**config.mk**
```make
export PLATFORM = sky130hd
export DESIGN_NAME = ov7670_capture
export DESIGN_NICKNAME = d
export VERILOG_FILES = /design/src/rtl/ov7670_pkg.sv /design/src/rtl/ov7670_sync_edge.sv /design/src/rtl/ov7670_capture.sv
export SDC_FILE = /design/constraint.sdc
export NUM_CORES = 1
export LEC_CHECK = 0
export BUFFER_PORTS_ARGS = -buffer_cell sky130_fd_sc_hd__buf_2
export CAP_MARGIN = 10
export CORE_MARGIN = 2
export CORE_UTILIZATION = 52
export DETAILED_ROUTE_END_ITERATION = 7
export GPL_TIMING_DRIVEN = 0
export PLACE_DENSITY = 0.87
export SYNTH_ARGS = -nofsm -noshare
export SYNTH_HDL_FRONTEND = slang
export SYNTH_SLANG_ARGS = --single-unit
```
**constraint.sdc**
```tcl
create_clock -name clk -period 2.4 [get_ports clk]
set_input_delay 0.12 -clock clk [delete_from_list [all_inputs] [get_ports clk]]
set_output_delay 0.12 -clock clk [all_outputs]
set_load 0.02 [all_outputs]
```
**src/rtl/ov7670_pkg.sv**
```systemverilog
// Shared OV7670 capture/display definitions: mode encodings, frame geometry, capture FSM states.
// Pure declarations; no latency or flow-control behaviour of its own.
package ov7670_pkg;

    localparam int DIM_W = 10;

    typedef enum logic [1:0] {
        MODE_VGA  = 2'b00,
        MODE_QVGA = 2'b01,
        MODE_CIF  = 2'b10,
        MODE_QCIF = 2'b11
    } cap_mode_t;

    typedef enum logic [1:0] {
        ST_IDLE,
        ST_SYNC,
        ST_ACTIVE
    } cap_state_t;

    localparam logic [DIM_W-1:0] VGA_W  = 10'd640;
    localparam logic [DIM_W-1:0] VGA_H  = 10'd480;
    localparam logic [DIM_W-1:0] QVGA_W = 10'd320;
    localparam logic [DIM_W-1:0] QVGA_H = 10'd240;
    localparam logic [DIM_W-1:0] CIF_W  = 10'd352;
    localparam logic [DIM_W-1:0] CIF_H  = 10'd288;
    localparam logic [DIM_W-1:0] QCIF_W = 10'd176;
    localparam logic [DIM_W-1:0] QCIF_H = 10'd144;

    function automatic logic [DIM_W-1:0] mode_width(input logic [1:0] mode);
        case (cap_mode_t'(mode))
            MODE_VGA:  return VGA_W;
            MODE_QVGA: return QVGA_W;
            MODE_CIF:  return CIF_W;
            default:   return QCIF_W;
        endcase
    endfunction

    function automatic logic [DIM_W-1:0] mode_height(input logic [1:0] mode);
        case (cap_mode_t'(mode))
            MODE_VGA:  return VGA_H;
            MODE_QVGA: return QVGA_H;
            MODE_CIF:  return CIF_H;
            default:   return QCIF_H;
        endcase
    endfunction

endpackage

```
**src/rtl/ov7670_sync_edge.sv**
```systemverilog
// Registers sensor VSYNC/HREF and flags their edges combinationally against the registered copy.
// Edge flags are valid in the cycle the new level is first sampled; no backpressure (sensor cannot stall).
module ov7670_sync_edge (
    input  logic clk,
    input  logic reset_n,
    input  logic vsync,
    input  logic href,
    output logic vsync_rise,
    output logic vsync_fall,
    output logic href_fall,
    output logic href_q
);

    logic vsync_q;

    always_ff @(posedge clk or negedge reset_n) begin
        if (!reset_n) begin
            vsync_q <= 1'b0;
            href_q  <= 1'b0;
        end else begin
            vsync_q <= vsync;
            href_q  <= href;
        end
    end

    assign vsync_rise = vsync & ~vsync_q;
    assign vsync_fall = ~vsync & vsync_q;
    assign href_fall  = ~href & href_q;

endmodule

```
**src/rtl/ov7670_capture.sv**
```systemverilog
// OV7670 byte-stream capture: pairs bytes into RGB565, generates frame-buffer write address/strobe, one-cycle latency.
// No backpressure: the sensor free-runs, so the frame buffer must accept one write every second cycle.
module ov7670_capture
    import ov7670_pkg::*;
#(
    parameter int H_STRIDE = 640,
    parameter int ADDR_W   = 19
) (
    input  logic              clk,
    input  logic              reset_n,
    input  logic              vsync,
    input  logic              href,
    input  logic [7:0]        d,
    input  logic              capture_enable,
    input  logic [1:0]        capture_mode,
    output logic [ADDR_W-1:0] wr_addr,
    output logic [15:0]       wr_data,
    output logic              wr_enable,
    output logic              frame_done,
    output logic              frame_error,
    output logic [7:0]        frame_count
);

    cap_state_t        state, state_next;
    logic [1:0]        mode_q;
    logic [DIM_W-1:0]  line, column, line_after, width, height;
    logic [ADDR_W-1:0] line_base;
    logic              phase, err_q;
    logic [7:0]        hi_byte;
    logic              vsync_rise, vsync_fall, href_fall, href_q;
    logic              active, frame_start, byte_vld, line_close, line_bad, pix_in_range, frame_bad;

    ov7670_sync_edge u_sync_edge (
        .clk        (clk),
        .reset_n    (reset_n),
        .vsync      (vsync),
        .href       (href),
        .vsync_rise (vsync_rise),
        .vsync_fall (vsync_fall),
        .href_fall  (href_fall),
        .href_q     (href_q)
    );

    always_comb begin
        state_next = state;
        case (state)
            ST_IDLE:   if (vsync && capture_enable) state_next = ST_SYNC;
            ST_SYNC:   if (!capture_enable) state_next = ST_IDLE;
                       else if (vsync_fall) state_next = ST_ACTIVE;
            ST_ACTIVE: if (vsync_rise) state_next = capture_enable ? ST_SYNC : ST_IDLE;
            default:   state_next = ST_IDLE;
        endcase
    end

    // A line still open when VSYNC rises is closed on the same edge as the frame.
    assign active       = (state == ST_ACTIVE);
    assign frame_start  = (state == ST_SYNC) && capture_enable && vsync_fall;
    assign width        = mode_width(mode_q);
    assign height       = mode_height(mode_q);
    assign byte_vld     = active && href && !vsync_rise;
    assign line_close   = active && (href_fall || (vsync_rise && href_q));
    assign line_bad     = phase || (column != width);
    assign pix_in_range = (column < width) && (line < height);
    assign line_after   = (line_close && line != '1) ? line + 1'b1 : line;
    assign frame_bad    = err_q || (line_close && line_bad) || (line_after != height);

    always_ff @(posedge clk or negedge reset_n) begin
        if (!reset_n) begin
            state       <= ST_IDLE;
            mode_q      <= 2'b00;
            line        <= '0;
            column      <= '0;
            line_base   <= '0;
            phase       <= 1'b0;
            err_q       <= 1'b0;
            hi_byte     <= 8'h00;
            wr_addr     <= '0;
            wr_data     <= 16'h0000;
            wr_enable   <= 1'b0;
            frame_done  <= 1'b0;
            frame_error <= 1'b0;
            frame_count <= 8'h00;
        end else begin
            state       <= state_next;
            wr_enable   <= 1'b0;
            frame_done  <= 1'b0;
            frame_error <= 1'b0;
            if (frame_start) begin
                mode_q    <= capture_mode;
                line      <= '0;
                column    <= '0;
                line_base <= '0;
                phase     <= 1'b0;
                err_q     <= 1'b0;
            end
            if (byte_vld) begin
                phase <= ~phase;
                if (!phase) begin
                    hi_byte <= d;
                end else if (pix_in_range) begin
                    wr_enable <= 1'b1;
                    wr_addr   <= line_base + {{(ADDR_W-DIM_W){1'b0}}, column};
                    wr_data   <= {hi_byte, d};
                    column    <= column + 1'b1;
                end else begin
                    err_q <= 1'b1;
                end
            end
            if (line_close) begin
                line      <= line_after;
                line_base <= line_base + ADDR_W'(H_STRIDE);
                column    <= '0;
                phase     <= 1'b0;
                if (line_bad) err_q <= 1'b1;
            end
            if (active && vsync_rise) begin
                frame_done  <= 1'b1;
                frame_error <= frame_bad;
                frame_count <= frame_count + 1'b1;
            end
        end
    end

endmodule

```
==> results of run 1 <==
## cell usage in the layout, fill, tap and decap left out, drive strengths merged, types with 5 or more instances in the layout
| cell | instances |
|---|---|
| dfrtp | 94 |
| buf | 91 |
| mux2 | 45 |
| nand2 | 25 |
| a21oi | 25 |
| o21ai | 24 |
| nand3 | 23 |
| nor2 | 23 |
| ha | 22 |
| xnor2 | 17 |
| clkbuf | 17 |
| inv | 15 |
| dlygate4sd3 | 14 |
| nand4 | 12 |
| xor2 | 9 |
| o31ai | 9 |
| and3 | 8 |
| nand2b | 7 |
| or4 | 6 |
| or3 | 5 |
## state kept, by name (all words and copies together), names as in the netlist, 2 cells and up
signal / cells
wr_addr: 19
wr_data: 16
mode_q: 2
frame_count: 8
line_base: 12
column: 10
state: 2
line: 10
hi_byte: 8
## cell families after synthesis
| logic type | after synthesis | share of synthesized area (%) |
|---|---|---|
| muxes | 49 | 11.7 |
| DFF | 94 | 50.4 |
| adders and majority gates | 22 | 5.90 |
| AOI/OAI and AO/OA | 77 | 10.3 |
| xor gates and xnor gates | 26 | 4.88 |
| and+or+nand+nor | 126 | 14.4 |
| buffers and inverters | 25 | 2.41 |
## worst paths after layout
kind	from	endpoint	slack, ps	cells past startpoint
max	mode_q[0]	wr_data[4]	-250	11
min	reset_n	frame_count[3]	200	2
max reg2reg	mode_q[0]	wr_data[4]	-250	11
min reg2reg	frame_count[7]	frame_count[7]	470	1
max in group asynchronous	reset_n	phase	1550	3
min in group clk	href	u_sync_edge.href_q	430	2
## critical path: stages (launching register included)
cell and delay (ps):
dfrtp_2 480, buf_6 150, ha_4 160, o21bai_4 160, ha_4 210, a21o_1 200
a21oi_4 180, o221ai_4 180, nor2_4 200, buf_12 170, buf_8 140, mux2_4 310
## power by group through the flow
| stage | sequential (mW) | clock [mW] | combinational, mW |
|---|---|---|---|
| 2_1_floorplan | 2.07 | 0 | 0.685 |
| 3_3_place_gp | 2.00 | 0 | 1.01 |
| 3_5_place_dp | 2.02 | 0 | 1.08 |
| 4_1_cts | 2.00 | 1.04 | 1.28 |
| 5_1_grt | 2.04 | 1.10 | 1.63 |
| 6_report | 2.02 | 1.02 | 1.54 |
## area by class of cell
class	instances	area [µm²]	share of cell area, %
Inverter	12	52.6	0.844
Timing Repair Buffer	102	783	12.6
Tap cell	108	135	2.17
Clock buffer	9	124	1.99
Buffer	11	73.8	1.19
Sequential cell	94	2350	37.8
Clock inverter	7	63.8	1.03
Multi-Input combinational cell	300	2640	42.4
## synthesized netlist by cell type (2+ instances only)
| cell | instances | area [µm²] |
|---|---|---|
| a21o_1 | 3 | 22.5 |
| a21oi_1 | 24 | 120 |
| a22o_1 | 3 | 26.3 |
| a311oi_1 | 2 | 17.5 |
| and3_1 | 8 | 50.1 |
| and4_1 | 3 | 26.3 |
| buf_4 | 3 | 22.5 |
| clkbuf_1 | 9 | 33.8 |
| dfrtp_1 | 94 | 2350 |
| ha_1 | 22 | 275 |
| inv_1 | 12 | 45.0 |
| mux2_2 | 44 | 495 |
| mux2i_1 | 4 | 40.0 |
| nand2_1 | 25 | 93.8 |
| nand2b_1 | 7 | 43.8 |
| nand3_1 | 23 | 115 |
| nand3b_1 | 2 | 15.0 |
| nand4_1 | 12 | 75.1 |
| nor2_1 | 22 | 82.6 |
| nor2b_1 | 3 | 18.8 |
| nor4_1 | 2 | 12.5 |
| o211ai_1 | 2 | 15.0 |
| o21ai_0 | 23 | 115 |
| o31ai_1 | 9 | 67.6 |
| or2_2 | 2 | 12.5 |
| or3_1 | 5 | 31.3 |
| or4_1 | 6 | 45.0 |
| xnor2_1 | 17 | 149 |
| xor2_1 | 9 | 78.8 |
## per-stage QoR
stage	setup TNS, ps	util, %	total power, mW
CTS	-9040	69.0	4.32
global route	-11190	71.4	4.78
global placement	-9680	59.7	3.01
detailed placement	-12810	60.1	3.10
finish	-8520	71.4	4.58
floorplan	-1450	-	2.75
## repair_timing
action	in CTS	in global routing
cloned	2	0
hold buffers	14	0
endpoints found under the setup margin	45	48
buffers inserted	16	10
pin swaps	28	23
hold endpoints to repair	40	0
resized for setup	62	35
## metal layers
layer	wire (µm)	GRT usage (%)
met1	5430	33.9
met2	6780	42.9
met3	698	5.96
met4	327	8.43
met5	0	0
==> flow_summary.json, run 1 <==
{
  "status": "complete, but fails checks",
  "violations": "setup timing",
  "dp.cells": 588,
  "arrival_ps": 2910,
  "cap_violations": 0,
  "fin_hold_ws_ps": 196,
  "async_reset_ff_share_pct": 100,
  "floorplan.initialDensity_pct": 53.5,
  "clkTransAtPathRegs_ps": 100,
  "grt_pass1_vias": 3827,
  "pre_cts_ws_ps": -396,
  "coreArea_um2": 8720,
  "cp.required_ps": 2660,
  "p_int_mw": 2.94,
  "syn2layout_area_growth_pct": 33.4,
  "fin_skew_ps": 6.25,
  "ys_types": 48,
  "cts_buffer_depth": 2,
  "wl_per_cell_um": 20.6,
  "cp-end-kind": "flip-flop",
  "rsz0062_at_grt": "yes",
  "dieArea_um2": 9740,
  "setup_viol": 46,
  "fin_nets": 567,
  "dr_total_vias": 3938,
  "ys_seq_elements": 94,
  "switchingPower_mw": 1.65,
  "grt_start_max_net_pins": 73,
  "design_area_um2": 6220,
  "synth.avg_cell_area_um2": 11.1,
  "dp_hpwl_mm": 7.10,
  "route.detailed.drc": 0,
  "initialDrtViolationCount": 303,
  "max_freq_ghz": 0.378,
  "final_max_slew_viol_count": 0,
  "seq_area_frac_synth_pct": 50.4,
  "finalNonFillerCells": 643,
  "drive_gt1_share_pct": 37.6,
  "swShare_pct": 35.9,
  "firstDrtPassIters": 5,
  "power.share.clock_pct": 22.2,
  "hold_path.class": "in2async",
  "grt-ovfl-total": 0,
  "die_x_um": 98.7,
  "start_kind": "flip-flop",
  "pwr-share-seq_pct": 44.2,
  "antenna_found_initial": 0,
  "power-per-cell-area_nw_per_um2": 736,
  "p_comb_share_pct": 33.6,
  "vias_per_cell": 6.12,
  "clk_latency_ps": 380,
  "clock_sinks": 94,
  "grt_pass1_wl_mm": 20.0,
  "cts_made_buffers": 9,
  "chipHeight_um": 98.7,
  "port_buffers": 60,
  "track_usage_pct": 25.8,
  "postSynthCellCount": 419,
  "worstMarginPinSlew_ps": 1030,
  "antenna_cells": 0,
  "globalplace.congestion": 0.893,
  "hold_viol": 0,
  "cts_tree": "yes",
  "cp_max_fo": 6,
  "io_pins": 61,
  "synth.cell_area_um2": 4660,
  "crit_type": "reg2reg",
  "synth_edf_count": 0,
  "root_buffer": "clkbuf_8",
  "slew_headroom_pct": 31.0,
  "yosys_warnings": 0,
  "min_period_ps": 2650,
  "ir_drop_mv": 0.493,
  "fillers": 550,
  "ant_nets": 0,
  "setup_ws_ps": -246,
  "routed_wl_mm": 13.2,
  "syn-num-nets": 456,
  "num_rows": 34,
  "placed_cell_area_um2": 5250,
  "finalCritPeriodShare_pct": 110,
  "h-tree-depth": 3,
  "ys.flop_type": "dfrtp_1",
  "leakage_nw": 2.93
}
No activity file was read; power rests on OpenSTA's default activity.
==> inputs of run 2 (changes only) <==
Settings changed: MAX_ROUTING_LAYER from default to met4, PLACE_DENSITY 0.87 to default, PLACE_DENSITY_LB_ADDON from default to 0.05.
==> flow_summary.json, run 2 (same netlist as run 1, synthesis figures left out) <==
{
  "slew_headroom_pct": 47.5,
  "ir_drop_mv": 0.476,
  "cap_violations": 0,
  "grt_start_max_net_pins": 73,
  "max_freq_ghz": 0.387,
  "wl_per_cell_um": 16.8,
  "cp_max_fo": 8,
  "io_pins": 61,
  "finalNonFillerCells": 635,
  "setup_viol": 41,
  "chipHeight_um": 98.7,
  "reg.largest.list": "wr_addr x19, wr_data x16, line_base x12",
  "die_x_um": 98.7,
  "antenna_cells": 0,
  "fin_skew_ps": 16.5,
  "violations": "setup timing",
  "fin_nets": 559,
  "dp.cells": 589,
  "slowest_stage": "dfrtp_2",
  "drive_gt1_share_pct": 35.9,
  "track_usage_pct": 22.0,
  "worstMarginPinSlew_ps": 785,
  "initialDrtViolationCount": 116,
  "dieArea_um2": 9740,
  "dp_hpwl_mm": 6.85,
  "ant_nets": 0,
  "leakage_nw": 2.89,
  "cts_tree": "yes",
  "start_kind": "flip-flop",
  "crit_type": "reg2reg",
  "grt_pass1_wl_mm": 16.7,
  "syn2layout_area_growth_pct": 30.7,
  "rsz0062_at_grt": "yes",
  "path_common_cell": "a21oi_2",
  "final_core_util_pct": 69.9,
  "grt-ovfl-total": 0,
  "hold_path.class": "in2async",
  "root_buffer": "clkbuf_8",
  "route.detailed.drc": 0,
  "clk_latency_ps": 370,
  "largest_register_ffs": 19,
  "clock_sinks": 94,
  "globalplace.congestion": 0.864,
  "hold_viol": 0,
  "status": "complete, but fails checks",
  "cts_made_buffers": 9,
  "power-per-cell-area_nw_per_um2": 726,
  "cp.required_ps": 2650,
  "port_buffers": 60,
  "firstDrtPassIters": 4,
  "top_register": "wr_addr",
  "arrival_ps": 2830,
  "clkTransAtPathRegs_ps": 100,
  "cts_buffer_depth": 2,
  "num_rows": 34,
  "layout_commonest_cell": "dfrtp_1",
  "vias_per_cell": 5.67,
  "coreArea_um2": 8720,
  "floorplan.initialDensity_pct": 53.5,
  "grt_pass1_vias": 3459,
  "antenna_found_initial": 0,
  "routed_wl_mm": 10.6,
  "layout_common_cells": "92 x dfrtp_1, 59 x buf_2, 32 x mux2_4, 25 x nand2_1, 23 x nand3_1",
  "min_period_ps": 2580,
  "crit_chain": "inv_4 -> ha_4 -> nor2_2 -> ha_1 -> a21oi_2 -> o21ai_2 -> a21oi_2 -> o221ai_4 -> nor2_4 -> buf_12 -> clkbuf_16 -> mux2_4",
  "final_max_slew_viol_count": 0,
  "setup_ws_ps": -185,
  "dr_total_vias": 3602,
  "h-tree-depth": 3,
  "cp-end-kind": "flip-flop",
  "slowest_delay_ps": 500,
  "finalCritPeriodShare_pct": 108
}
==> run 2: final timing paths <==
check / from / to / slack, ps / cells past startpoint
max in group asynchronous: reset_n / hi_byte[7] / 1560 / 3
setup / recovery: mode_q[0] / wr_data[4] / -180 / 12
setup reg to reg: mode_q[0] / wr_data[4] / -180 / 12
hold reg to reg: frame_count[7] / frame_count[7] / 470 / 1
hold / removal: reset_n / frame_count[2] / 180 / 2
min in group clk: href / u_sync_edge.href_q / 460 / 2
==> run 2: area by class of cell <==
type / count / area [µm²]
multi-input cells: 300 / 2570
repair buffers: 93 / 676
flip-flops and latches: 94 / 2350
well taps: 108 / 135
inverters: 12 / 52.6
fillers: 645 / 2620
clock buffers: 9 / 124
clock inverters: 7 / 86.3
plain buffers: 12 / 97.6
==> run 2: repair_timing <==
action                                  CTS  global route
pin swaps                                10            14
hold buffers                             14             0
endpoints found under the hold margin    41             0
endpoints found under the setup margin   44            46
resized for setup                        19            58
buffers inserted                         10             4
cloned                                    1             2
==> run 2: routing by layer <==
layer / GRT usage (%) / share of wire [%]
met1: 29.0 / 46
met2: 35.1 / 50
met3: 4.33 / 2.7
met4: 6.32 / 1.4
met5: - / 0
==> run 2: worst max-delay path: cells and delay by family, from the launching register on <==
| family | cells | cell delay (ps) |
|---|---|---|
| mux | 1 | 300 |
| buf+inv | 3 | 440 |
| flops | 1 | 500 |
| compound gates | 4 | 610 |
| simple gates | 2 | 180 |
| fa+ha+maj | 2 | 440 |
==> run 2: report_power, final <==
part / internal [mW] / switching, mW / total [mW]
clock network: 0.506 / 0.613 / 1.12
logic: 0.646 / 0.663 / 1.31
registers: 1.79 / 0.206 / 2.00
==> run 2: stage by stage <==
| step | TNS (ps) | cell area [µm²] | power, mW | hold slack (ps) | worst slack [ps] |
|---|---|---|---|---|---|
| 6_report | -5800 | 6100 | 4.43 | 185 | -185 |
| 4_1_cts | -7010 | 5780 | 4.31 | 182 | -210 |
| 3_3_place_gp | -11790 | 5210 | 3.02 | 279 | -394 |
| 3_5_place_dp | -11890 | 5250 | 3.08 | 43.3 | -367 |
| 2_1_floorplan | -1450 | 4770 | 2.75 | -176 | -53.6 |
| 5_1_grt | -11270 | 6100 | 4.69 | 204 | -318 |
==> inputs of run 3 (changes only) <==
==> constraint.sdc (replaced) <==
create_clock -name clk -period 2.4 [get_ports clk]
set_input_delay 0.48 -clock clk [delete_from_list [all_inputs] [get_ports clk]]
set_output_delay 0.48 -clock clk [all_outputs]
set_load 0.02 [all_outputs]
==> flow_summary.json, run 3 (same netlist as run 1, synthesis figures left out) <==
{
  "status": "complete, but fails checks",
  "violations": "setup timing",
  "p_int_mw": 2.93,
  "final_max_slew_viol_count": 0,
  "h-tree-depth": 3,
  "cp-end-kind": "flip-flop",
  "vias_per_cell": 5.69,
  "top_register": "wr_addr",
  "start_kind": "flip-flop",
  "worstReg2RegStart": "mode_q[0]",
  "hold_viol": 0,
  "reg.largest.list": "wr_addr x19, wr_data x16, line_base x12",
  "grt_start_max_net_pins": 73,
  "cts_buffer_depth": 2,
  "antenna_cells": 0,
  "grt_pass1_vias": 3400,
  "swShare_pct": 33.6,
  "antenna_found_initial": 0,
  "root_buffer": "clkbuf_8",
  "arrival_ps": 2830,
  "setup_viol": 41,
  "setup_ws_ps": -176,
  "fin_skew_ps": 16.5,
  "cap_violations": 0,
  "floorplan.initialDensity_pct": 53.5,
  "initialDrtViolationCount": 131,
  "grt_pass1_wl_mm": 16.5,
  "ir_drop_mv": 0.475,
  "fin_nets": 546,
  "dieArea_um2": 9740,
  "track_usage_pct": 21.7,
  "cts_tree": "yes",
  "grt-ovfl-total": 0,
  "ant_nets": 0,
  "layout_commonest_cell": "dfrtp_1",
  "routed_wl_mm": 10.5,
  "cp.required_ps": 2650,
  "coreArea_um2": 8720,
  "rsz0062_at_grt": "yes",
  "firstDrtPassIters": 5,
  "syn2layout_area_growth_pct": 27.9,
  "cp_max_fo": 8,
  "min_period_ps": 2580,
  "globalplace.congestion": 0.864,
  "min_to": "u_sync_edge.href_q",
  "reg2regPathDepth": 12,
  "hold_path.class": "in2reg",
  "final_core_util_pct": 68.4,
  "dp_hpwl_mm": 6.85,
  "leakage_nw": 2.83,
  "finalSetupTns_ps": -5620,
  "die_x_um": 98.7,
  "power-per-cell-area_nw_per_um2": 740,
  "r2r_slack_ps": -180,
  "max_freq_ghz": 0.388,
  "hold_depth": 1,
  "power.share.clock_pct": 25.5,
  "cts_made_buffers": 9,
  "worst_r2r_endpoint": "wr_data[4]",
  "port_buffers": 60,
  "p_comb_share_pct": 29.2,
  "largest_register_ffs": 19,
  "slew_headroom_pct": 47.9,
  "crit_type": "reg2reg",
  "pwr-share-seq_pct": 45.3,
  "switchingPower_mw": 1.48,
  "worstMarginPinSlew_ps": 779,
  "dr_total_vias": 3537,
  "clk_latency_ps": 370,
  "layout_common_cells": "92 x dfrtp_1, 59 x buf_2, 32 x mux2_4, 25 x nand2_1, 23 x nand3_1",
  "finalCritPeriodShare_pct": 107,
  "num_rows": 34,
  "chipHeight_um": 98.7,
  "drive_gt1_share_pct": 36.8,
  "wl_per_cell_um": 16.8,
  "io_pins": 61,
  "clock_sinks": 94,
  "min-delay-start": "href",
  "route.detailed.drc": 0,
  "clkTransAtPathRegs_ps": 100
}
run 3: critical path, stage by stage (launching register included):
cell       delay, ps
dfrtp_2          500
inv_4            120
ha_4             140
nor2_2            30
ha_1             300
a21oi_2          160
o21ai_2           80
a21oi_2          190
o221ai_4         180
nor2_4           150
buf_12           160
clkbuf_16        160
mux2_4           300
run 3: per-stage QoR:
step	cells	total power [mW]	hold WS (ps)	worst slack, ps	area [µm²]
global placement	587	3.02	457	-522	5210
global route	622	4.67	248	-319	5970
floorplan	419	2.75	184	-53.6	4770
CTS	617	4.30	251	-210	5650
detailed placement	589	3.08	403	-367	5250
finish	622	4.42	267	-176	5970
run 3: area by class of cell:
cell class	instances	area, µm²
clock inverters	7	86.3
inverters	12	52.6
multi-input cells	300	2570
clock buffers	9	124
fillers	664	2750
flip-flops and latches	94	2350
plain buffers	12	97.6
repair buffers	80	546
well taps	108	135
run 3: worst max-delay path by stage:
stage          startpoint           to  cells past startpoint
2_1_floorplan   mode_q[0]   wr_data[0]                      9
3_3_place_gp        vsync      line[7]                      5
3_5_place_dp    mode_q[0]   wr_data[8]                     11
4_1_cts         mode_q[0]  wr_addr[12]                     12
5_1_grt         mode_q[0]   wr_data[4]                     12
6_report        mode_q[0]   wr_data[4]                     12
run 3: metal layers:
metal / vias up / global-route usage, % / share of wire [%]
met1: 1769 / 29.0 / 47
met4: 0 / 5.90 / 1.0
met5: - / - / 0
met3: 8 / 4.33 / 3.0
met2: 63 / 34.4 / 49
li1: 1697 / - / -
run 3: power by group through the flow:
| stage | registers (mW) | logic (mW) | clock network, mW |
|---|---|---|---|
| detailed placement | 2.01 | 1.07 | 0 |
| finish | 2.00 | 1.29 | 1.13 |
| floorplan | 2.07 | 0.685 | 0 |
| global route | 2.04 | 1.42 | 1.21 |
| CTS | 1.98 | 1.16 | 1.16 |
| global placement | 2.00 | 1.02 | 0 |
run 3: repair_timing:
item	CTS	global route
pin swaps	10	14
resized for setup	19	58
setup buffers	10	4
setup endpoints to repair	44	46
gates cloned	1	2
hold buffers	1	0
hold endpoints to repair	20	0
